### config.mk
export PLATFORM = sky130hd
export DESIGN_NAME = ripple_count_sampler
export DESIGN_NICKNAME = d
export VERILOG_FILES = /design/src/rtl/count_pkg.sv /design/src/rtl/sync_2ff.sv /design/src/rtl/ripple_count_sampler.sv
export SDC_FILE = /design/constraint.sdc
export NUM_CORES = 1
export LEC_CHECK = 0
export CAP_MARGIN = 0
export CORE_MARGIN = 8
export CORE_UTILIZATION = 49
export DETAILED_ROUTE_END_ITERATION = 7
export MAX_ROUTING_LAYER = met4
export PLACE_DENSITY = 0.78
export SLEW_MARGIN = 30
export SYNTH_ARGS = -nofsm -noshare
export SYNTH_HDL_FRONTEND = slang
export SYNTH_SLANG_ARGS = --single-unit
### constraint.sdc
create_clock -name clk -period 2.7 [get_ports clk]
set_input_delay 0.27 -clock clk [delete_from_list [all_inputs] [get_ports clk]]
set_output_delay 0.27 -clock clk [all_outputs]
set_load 0.01 [all_outputs]
### src/rtl/count_pkg.sv
// Shared defaults and helpers for the ripple-counter sampling path.
// Kept tiny so both the sampler and its bench agree on widths.
package count_pkg;

  localparam int DEF_WIDTH         = 4;
  localparam int DEF_EXT_WIDTH     = 8;
  localparam int DEF_STABLE_CYCLES = 2;

  // Run counter width; wide enough for the largest legal STABLE_CYCLES (7).
  localparam int RUN_W = 3;

  // Returns x+1 modulo 2^width; callers truncate to their own width.
  function automatic logic [31:0] inc_wrap(input logic [31:0] x, input int width);
    logic [31:0] mask;
    mask = (width >= 32) ? '1 : ((32'd1 << width) - 32'd1);
    return (x + 32'd1) & mask;
  endfunction

endpackage

### src/rtl/sync_2ff.sv
// Two-flop synchroniser for a bus whose bits are sampled independently;
// the downstream stability filter hides any cross-bit skew.
module sync_2ff #(
  parameter int W = 4
) (
  input  logic         clk,
  input  logic         rst,
  input  logic [W-1:0] d_i,
  output logic [W-1:0] q_o
);

  logic [W-1:0] s1_q;
  logic [W-1:0] s2_q;

  always_ff @(posedge clk) begin
    if (rst) begin
      s1_q <= '0;
      s2_q <= '0;
    end else begin
      s1_q <= d_i;
      s2_q <= s1_q;
    end
  end

  assign q_o = s2_q;

endmodule

### src/rtl/ripple_count_sampler.sv
// Brings the asynchronous ripple count into clk, filters it until stable,
// extends it by counting wrap-arounds and flags compare hits and skipped codes.
module ripple_count_sampler
  import count_pkg::*;
#(
  parameter int WIDTH         = DEF_WIDTH,
  parameter int EXT_WIDTH     = DEF_EXT_WIDTH,
  parameter int STABLE_CYCLES = DEF_STABLE_CYCLES
) (
  input  logic                 clk,
  input  logic                 rst,
  input  logic [WIDTH-1:0]     cnt_in,
  input  logic [EXT_WIDTH-1:0] cmp_val,
  output logic [WIDTH-1:0]     cnt_out,
  output logic [EXT_WIDTH-1:0] cnt_ext,
  output logic                 upd,
  output logic                 wrap,
  output logic                 match,
  output logic                 skip_err
);

  localparam int WRAP_W = EXT_WIDTH - WIDTH;
  localparam logic [RUN_W-1:0] RUN_MAX = RUN_W'(STABLE_CYCLES);

  generate
    if (EXT_WIDTH <= WIDTH) begin : g_bad_ext
      $error("EXT_WIDTH must exceed WIDTH");
    end
    if (STABLE_CYCLES < 1 || STABLE_CYCLES > 7) begin : g_bad_stable
      $error("STABLE_CYCLES must be within 1..7");
    end
  endgenerate

  logic [WIDTH-1:0]  s2;
  logic [WIDTH-1:0]  s_prev_q;
  logic [RUN_W-1:0]  run_q, run_d;
  logic [WIDTH-1:0]  cnt_out_q, cnt_out_d;
  logic [WRAP_W-1:0] wrap_cnt_q, wrap_cnt_d;
  logic              upd_q, upd_d;
  logic              wrap_q, wrap_d;
  logic              skip_q, skip_d;
  logic              match_q, match_d;
  logic [WIDTH-1:0]  cnt_inc;
  logic              accept;
  logic              in_seq;
  logic              rolls;

  sync_2ff #(
    .W (WIDTH)
  ) u_sync (
    .clk (clk),
    .rst (rst),
    .d_i (cnt_in),
    .q_o (s2)
  );

  assign cnt_inc = WIDTH'(inc_wrap(32'(cnt_out_q), WIDTH));

  // A saturated run still describes the previous s2 on the cycle s2 changes,
  // so acceptance also requires s2 to equal s_prev.
  assign accept = (run_q == RUN_MAX) && (s2 == s_prev_q) && (s2 != cnt_out_q);
  assign in_seq = (s2 == cnt_inc);
  assign rolls  = in_seq && (cnt_out_q == '1) && (s2 == '0);

  always_comb begin
    run_d      = run_q;
    cnt_out_d  = cnt_out_q;
    wrap_cnt_d = wrap_cnt_q;
    upd_d      = 1'b0;
    wrap_d     = 1'b0;
    skip_d     = skip_q;

    if (s2 == s_prev_q) begin
      if (run_q != RUN_MAX) begin
        run_d = run_q + RUN_W'(1);
      end
    end else begin
      run_d = '0;
    end

    if (accept) begin
      cnt_out_d = s2;
      upd_d     = 1'b1;
      if (!in_seq) begin
        skip_d = 1'b1;
      end else if (rolls) begin
        wrap_d     = 1'b1;
        wrap_cnt_d = wrap_cnt_q + WRAP_W'(1);
      end
    end

    match_d = ({wrap_cnt_d, cnt_out_d} == cmp_val);
  end

  always_ff @(posedge clk) begin
    if (rst) begin
      s_prev_q   <= '0;
      run_q      <= '0;
      cnt_out_q  <= '0;
      wrap_cnt_q <= '0;
      upd_q      <= 1'b0;
      wrap_q     <= 1'b0;
      skip_q     <= 1'b0;
      match_q    <= 1'b0;
    end else begin
      s_prev_q   <= s2;
      run_q      <= run_d;
      cnt_out_q  <= cnt_out_d;
      wrap_cnt_q <= wrap_cnt_d;
      upd_q      <= upd_d;
      wrap_q     <= wrap_d;
      skip_q     <= skip_d;
      match_q    <= match_d;
    end
  end

  assign cnt_out  = cnt_out_q;
  assign cnt_ext  = {wrap_cnt_q, cnt_out_q};
  assign upd      = upd_q;
  assign wrap     = wrap_q;
  assign match    = match_q;
  assign skip_err = skip_q;

endmodule

==> out/metrics.cfg <==
[job]
maxCapViolCount=0

[synth]
synth.ff_latch_count=27
synth_top_cell_by_area=dfxtp_1
synth_async_sr_flop_share_pct=0
synth_top_area_share_pct=39.4
netlist_instances=149
synth_nets=167
synth_edf_count=0
synthTopCellsByArea=dfxtp_1 (39%), xnor2_1 (9.6%), xor2_1 (5.7%)
ys_types=37
synth-seq-area-share_pct=39.4
ys_warn_count=0
netlist_area_mm2=0.00137
ys.flop_type=dfxtp_1
syn_avg_cell_area_um2=9.21

[placement]
numPortBuffers=29
place_congestion=0.859
dp_hpwl_um=2220

[clock_network]
h-tree-depth=1
worstSkewPairLatency_ns=0.33
post_cts_resized=0
clk_path_buf_depth=2
root_buffer=clkbuf_4
cts_setup_buffers=0
cts_made_buffers=3
cts.sinks=27
cts_hold_buf=0
tritoncts=done
cts.clk_slew.worst_paths_ns=0.14

[die]
core_mm2=0.00271
dieArea_mm2=0.00475
ios=30
initial_core_util_pct=50.6
die_y_um=68.9
row_count=19
die_w_um=68.9

[final_layout]
drive_above_1_share_pct=8.19
n_antenna_cell=0
layout.nets=190
mostFrequentLayoutCells=clkdlybuf4s50_1 (29), dfxtp_1 (27), xnor2_1 (15)
layout_commonest_cell=clkdlybuf4s50_1
fill_cells=242
postLayoutCoreUtil_pct=61.4
synthToLayoutAreaGrowth_pct=21.2

[grt]
grtUsageMet2_pct=22.6
gr-total-overflow=0
antenna_found_initial=0
busiest_layer=met2
grt_use_met3_pct=2.58
grt_max_degree=25
grt_use_total_pct=13.8
gr-usage-met1_pct=15.6
grt_pass1_vias=1142
grt_pass1_wl_um=4920

[detailed_routing]
drcViolationCount=0
vias_per_cell=5.40
wl_um=2850
routedWlPerCell_um=14.1
ant_nets=0
num_vias=1090
dr.pass1.iters=4
drt_iter0_drc=42

[power_and_ir_drop]
cellPowerDensity_mw_per_mm2=416
power_mw=0.693
leakage_nw=0.652
peakVddDrop_uv=342

[run_status]
status=finished clean

[sta]
slew_headroom_pct=75.0
min_period_ns=2.25
finalSetupViolations=0
rsz0062_at_grt=false
maxSlewViolCount=0
fin_worst_skew_ns=0.00101
hold_viol=0
tightestPinTransition_ns=0.365
fmax_ghz=0.444
tns_ns=0
fin_crit_sh_pct=83.4

[worst_setup_path]
cp-start-kind=flip-flop
arrival_ns=2.51
crit_fanout=7
required_ns=2.96
crit_type=reg -> reg
crit_path_end_kind=flip-flop

[hold_path]
hold_path.class=reg -> reg

[final timing paths]
| check | depth (start not counted) | slack [ns] | endpoint | start |
|---|---|---|---|---|
| setup / recovery | 7 | 0.45 | match$_SDFF_PP0_ | cnt_out[1]$_SDFF_PP0_ |
| hold / removal | 1 | 0.46 | u_sync.q_o[0]$_SDFF_PP0_ | u_sync.s1_q[0]$_SDFF_PP0_ |
| hold reg to reg | 1 | 0.46 | u_sync.q_o[0]$_SDFF_PP0_ | u_sync.s1_q[0]$_SDFF_PP0_ |
| setup reg to reg | 7 | 0.45 | match$_SDFF_PP0_ | cnt_out[1]$_SDFF_PP0_ |
[synth_stat cells (all sizes together) (2+ instances only)]
library cell,number
xnor2,15
inv,7
or2,2
ha,4
nor2b,11
nor3,3
nand2,7
nand2b,2
dfxtp,27
nand3,4
a21oi,6
clkbuf,3
nand4,3
or4,2
nor2,13
mux2i,3
o22ai,2
xor2,9
nor4,5
buf,10
[worst max-delay path: stages (launching register included)]
cell and delay (ns):
dfxtp_1 0.52, ha_1 0.25, nand4b_1 0.12, or4_1 0.41, or3_4 0.35, nor3_4 0.21, xnor2_1 0.11, nor4_2 0.20
[layout make-up]
cell class / count / area, um2 / area share, %
clock inverter: 1 / 5.00 / 0.301
sequential: 27 / 541 / 32.5
multi-input combinational: 102 / 726 / 43.6
tap: 31 / 38.8 / 2.33
inverter: 7 / 26.3 / 1.58
timing repair buffer: 31 / 305 / 18.3
clock buffer: 3 / 22.5 / 1.35
[power by group]
group	internal (mW)	switching [mW]	total (mW)
Sequential	0.410	0.0111	0.421
Clock	0.0557	0.120	0.175
Combinational	0.0504	0.0457	0.0961
[per-layer routing]
layer / vias to the layer above / share of wire [%] / wire (um)
met4: 0 / 1.4 / 41
li1: 544 / - / -
met3: 4 / 5.7 / 163
met5: - / 0 / 0
met1: 514 / 44 / 1260
met2: 28 / 49 / 1380
[metrics by stage]
| stage | hold slack, ns | setup slack, ns | cells | cell area (um2) |
|---|---|---|---|---|
| 6_report | 0.458 | 0.449 | 202 | 1660 |
| 5_1_grt | 0.464 | 0.370 | 202 | 1660 |
| 4_1_cts | 0.458 | 0.458 | 202 | 1660 |
| 3_5_place_dp | 0.427 | 0.491 | 198 | 1640 |
| 3_3_place_gp | 0.417 | 0.595 | 198 | 1640 |
| 2_1_floorplan | 0.342 | 0.593 | 149 | 1370 |
[flip-flops by register name (all words and copies together) (netlist names)]
register and count:
cnt_out 4, s_prev_q 4, u_sync.q_o 4, u_sync.s1_q 4, wrap_cnt_q 4, run_q 3
match 1, skip_err 1, upd 1, wrap 1
[kinds of logic (layout without fill, tap and decap cells)]
group,after synthesis,count (layout),synth area share (%)
xor gates and xnor gates,24,24,15.3
AOI/OAI and AO/OA,16,16,8.11
DFF,27,27,39.4
muxes,3,3,2.19
buffers and inverters,20,42,7.75
and+or+nand+nor,55,55,23.6
adders and majority gates,4,4,3.65
Power figures use the tool's default switching activity.
